<file path="src/rtl/c17_pkg.sv">
// Shared types and latency helper for the bit-level pipelined ISCAS-85 c17 block.
package c17_pkg;

    localparam int C17_BASE_LATENCY = 3;

    typedef struct packed {
        logic n1;
        logic n2;
        logic n3;
        logic n6;
        logic n7;
        logic v;
    } in_t;

    typedef struct packed {
        logic n10;
        logic n11;
        logic n2;
        logic n7;
        logic v;
    } stage1_t;

    typedef struct packed {
        logic n16;
        logic n19;
        logic n10;
        logic v;
    } stage2_t;

    typedef struct packed {
        logic n22;
        logic n23;
        logic v;
    } stage3_t;

    // Enabled edges from sampling a vector to seeing its result on the ports.
    function automatic int c17_latency(input int reg_inputs);
        return C17_BASE_LATENCY + ((reg_inputs != 0) ? 1 : 0);
    endfunction

endpackage

</file>
<file path="src/rtl/c17_stage_reg.sv">
// Generic pipeline register with asynchronous active-high clear and clock enable.
module c17_stage_reg #(
    parameter int WIDTH = 1
) (
    input  logic             clk,
    input  logic             rst,
    input  logic             en_i,
    input  logic [WIDTH-1:0] d_i,
    output logic [WIDTH-1:0] q_o
);

    logic [WIDTH-1:0] q_q;

    // Hold when disabled; reset wins over enable.
    always_ff @(posedge clk or posedge rst) begin
        if (rst) begin
            q_q <= '0;
        end else if (en_i) begin
            q_q <= d_i;
        end
    end

    assign q_o = q_q;

endmodule

</file>
<file path="src/rtl/c17_pipe.sv">
// c17 benchmark split into three NAND levels, each followed by a register bank,
// with an optional input register and a valid bit riding along with the data.
module c17_pipe
    import c17_pkg::*;
#(
    parameter int REG_INPUTS = 0
) (
    input  logic clk,
    input  logic rst,
    input  logic en,
    input  logic in_valid,
    input  logic N1,
    input  logic N2,
    input  logic N3,
    input  logic N6,
    input  logic N7,
    output logic N22,
    output logic N23,
    output logic out_valid
);

    localparam int C17_LATENCY  = c17_latency(REG_INPUTS);
    localparam bit HAS_IN_STAGE = (C17_LATENCY > C17_BASE_LATENCY);

    in_t     in_d;
    in_t     in_q;
    stage1_t s1_d;
    stage1_t s1_q;
    stage2_t s2_d;
    stage2_t s2_q;
    stage3_t s3_d;
    stage3_t s3_q;

    // Gather the primary inputs; data is never gated by in_valid.
    always_comb begin
        in_d    = '0;
        in_d.n1 = N1;
        in_d.n2 = N2;
        in_d.n3 = N3;
        in_d.n6 = N6;
        in_d.n7 = N7;
        in_d.v  = in_valid;
    end

    generate
        if (HAS_IN_STAGE) begin : g_in_reg
            c17_stage_reg #(.WIDTH($bits(in_t))) u_in_reg (
                .clk  (clk),
                .rst  (rst),
                .en_i (en),
                .d_i  (in_d),
                .q_o  (in_q)
            );
        end else begin : g_in_comb
            assign in_q = in_d;
        end
    endgenerate

    // Level 1 NANDs, N2/N7 carried forward for level 2.
    always_comb begin
        s1_d     = '0;
        s1_d.n10 = ~(in_q.n1 & in_q.n3);
        s1_d.n11 = ~(in_q.n3 & in_q.n6);
        s1_d.n2  = in_q.n2;
        s1_d.n7  = in_q.n7;
        s1_d.v   = in_q.v;
    end

    c17_stage_reg #(.WIDTH($bits(stage1_t))) u_s1_reg (
        .clk  (clk),
        .rst  (rst),
        .en_i (en),
        .d_i  (s1_d),
        .q_o  (s1_q)
    );

    // Level 2 NANDs, N10 carried forward for level 3.
    always_comb begin
        s2_d     = '0;
        s2_d.n16 = ~(s1_q.n2 & s1_q.n11);
        s2_d.n19 = ~(s1_q.n11 & s1_q.n7);
        s2_d.n10 = s1_q.n10;
        s2_d.v   = s1_q.v;
    end

    c17_stage_reg #(.WIDTH($bits(stage2_t))) u_s2_reg (
        .clk  (clk),
        .rst  (rst),
        .en_i (en),
        .d_i  (s2_d),
        .q_o  (s2_q)
    );

    // Level 3 NANDs producing the primary outputs.
    always_comb begin
        s3_d     = '0;
        s3_d.n22 = ~(s2_q.n10 & s2_q.n16);
        s3_d.n23 = ~(s2_q.n16 & s2_q.n19);
        s3_d.v   = s2_q.v;
    end

    c17_stage_reg #(.WIDTH($bits(stage3_t))) u_s3_reg (
        .clk  (clk),
        .rst  (rst),
        .en_i (en),
        .d_i  (s3_d),
        .q_o  (s3_q)
    );

    assign N22       = s3_q.n22;
    assign N23       = s3_q.n23;
    assign out_valid = s3_q.v;

endmodule

</file>
<file path="config.mk">
export PLATFORM = sky130hd
export DESIGN_NAME = c17_pipe
export DESIGN_NICKNAME = d
export VERILOG_FILES = /design/src/rtl/c17_pkg.sv /design/src/rtl/c17_stage_reg.sv /design/src/rtl/c17_pipe.sv
export SDC_FILE = /design/constraint.sdc
export NUM_CORES = 1
export LEC_CHECK = 0
export CAP_MARGIN = 20
export CORE_AREA = 2 2 39 41
export DETAILED_ROUTE_END_ITERATION = 7
export DIE_AREA = 0 0 41 43
export GPL_ROUTABILITY_DRIVEN = 0
export PLACE_DENSITY = 0.63
export SYNTH_ARGS = -nofsm -noshare
export SYNTH_HDL_FRONTEND = slang
export SYNTH_SLANG_ARGS = --single-unit
</file>
<file path="constraint.sdc">
create_clock -name clk -period 1 [get_ports clk]
set_input_delay 0.2 -clock clk [delete_from_list [all_inputs] [get_ports clk]]
set_output_delay 0.2 -clock clk [all_outputs]
set_load 0.1 [all_outputs]
</file>
==> flow_summary.ini <==
[clock_network]
clk_pin_slew_ps = 80
root_buffer = clkbuf_4
htree_levels = 1
clock_sinks = 12
cts_tree = done
cts_made_buffers = 3
clock_path_buffers = 2
clk_latency_ps = 270

[finish]
layout.nets = 58
final_common_cell = dfrtp_1
final_cell_mix = dfrtp_1 (9), clkdlybuf4s50_1 (7), nor2_1 (6), a31oi_1 (6), mux2_2 (6)
area_growth_pct = 37.30
drive_above_1_share_pct = 35.42
diodes = 0

[flow_run]
cap_violations = 0

[logic_synthesis]
ys_seq_area_share_pct = 64.86
synth_seq_cells = 12
synth_area_sq_um = 462.9
synthAdderAreaFrac_pct = 0
synth_area_per_cell_sq_um = 14.03
synth_mux_area_share_pct = 14.59
synthXorXnorAreaFrac_pct = 0
synth.distinct_cells = 7
yosysTopAreaCell = dfrtp_1
synth_top_family_by_area = multiplexers
netlist.area_leader.share_pct = 64.86
synth-compound-area-share_pct = 8.108
yosys-top-cells-area = dfrtp_1 (65%), mux2_2 (15%), a31oi_1 (8.1%)
yosys_warnings = 0
synth-simple-area-share_pct = 4.865
syn_nets = 42
netlist_instances = 33

[global_route]
first_global_vias = 348
overflow = 0
track_usage_pct = 12.22
grt_max_degree = 13
grt_pass1_wl_um = 1414
antenna_found_initial = 0

[sta]
skew_ps = 11.20
setup_viol = 3
fin_setup_tns_ps = -192.7
worstMarginPinSlew_ps = 295.7
fin_crit_sh_pct = 107.1
relSlewSlack_pct = 80.28
worst_slack_ps = -71.22
slew_viol_final = 0
rsz0062_at_grt = yes
hold_violations = 0
fmax_ghz = 0.9335
finalCriticalPeriod_ps = 1071

[run_status]
violations = negative setup slack
outcome = finished, violations left

[route]
wire_per_inst_um = 11.41
dr.pass1.iters = 2
drc = 0
postRouteWirelength_um = 730
ant_nets = 0
vias = 307
vias_per_cell = 4.797
drt_iter0_drc = 3

[pwr]
total_power_mw = 1.274
ir_drop_mv = 0.6998
p_leak_nw = 0.2626
power_density_nw_per_um2 = 2005

[setup_path]
cp_cell_sequence = buf_12
crit_path_start_kind = flip-flop
cpMaxStageDelayCell = dfrtp_2
worstSetupEndpointType = output pin
cp_data_arrival_time_ps = 870
cp_max_fo = 2
required_ps = 800
crit_buf_inv = 1
max_stage_delay_ps = 430
worst-setup-path-type = flip-flop to output pin
cp_top_family = flip-flops

[floorplan]
fp.dieW_um = 41
num_io_pins = 12
core_sq_um = 1384
rows = 14
die_h_um = 43
start_util_pct = 33.45
dieArea_sq_um = 1763

[place]
io_buffer_count = 11

[min_path]
hold_class = input pin to async pin
[synth_stat cells]
master	count
buf_6	1
a31oi_1	6
inv_1	1
dfrtp_1	12
mux2_2	6
buf_12	1
nor2_1	6
[cells by family (layout without fill, tap and decap cells)]
| kind of cell | count (synthesis) | count (layout) |
|---|---|---|
| DFF | 12 | 12 |
| buffers and inverters | 3 | 18 |
| AOI/OAI and AO/OA | 6 | 6 |
| muxes | 6 | 6 |
| and+or+nand+nor | 6 | 6 |
[through the flow]
stage | setup WS [ps] | std cells | utilization (%) | hold WS (ps) | instance area, sq um
2_1_floorplan | -36.53 | 33 | - | 64.50 | 466.7
3_3_place_gp | -346.8 | 60 | 44.12 | 444.2 | 610.6
3_5_place_dp | -396.9 | 60 | 44.12 | 453.6 | 610.6
4_1_cts | -82.56 | 64 | 45.93 | 207.6 | 635.6
5_1_grt | -104.3 | 64 | 45.93 | 220.5 | 635.6
6_report | -71.22 | 64 | 45.93 | 204.1 | 635.6
[sequential cells by signal, summed over array words and instances (netlist names)]
signal / count
u_s1_reg.q_o: 5
u_s2_reg.q_o: 4
u_s3_reg.q_o: 3
[power breakdown]
| part | internal (mW) | switching (mW) |
|---|---|---|
| Sequential | 0.551 | 0.0477 |
| Combinational | 0.156 | 0.216 |
| Clock | 0.154 | 0.149 |
[path summary, 6_finish.rpt]
path / startpoint / endpoint / slack, ps / cells after the start
worst max-delay path: u_s3_reg.q_o[1] / N23 / -70 / 1
worst min-delay path: rst / u_s1_reg.q_o[4] / 200 / 3
worst max register to register: u_s3_reg.q_o[0] / u_s3_reg.q_o[0] / 210 / 1
worst min register to register: u_s2_reg.q_o[1] / u_s3_reg.q_o[2] / 450 / 1
max in group asynchronous: rst / u_s3_reg.q_o[0] / 620 / 3
min in group clk: u_s2_reg.q_o[1] / u_s3_reg.q_o[2] / 450 / 1
[what timing repair did]
action                     in CTS  in global routing
setup buffers                   0                  0
hold buffers                    0                  0
resized for setup               1                  0
setup endpoints to repair      15                  3
hold endpoints to repair        0                  0
[area by class of cell]
type,count,area (sq um)
fill,125,748.2
sequential,12,304.0
timing repair buffer,13,153.9
multi-input combinational,18,127.6
clock buffer,4,26.28
tap,16,20.02
inverter,1,3.754
[metal layers]
metal	GRT usage (%)	share of wire, %	vias up
met5	0	0	-
met4	6.000	0	0
met3	6.283	4.7	0
met2	16.56	48	10
met1	15.49	47	151
li1	-	-	146
No activity file was read; power rests on OpenSTA's default activity.
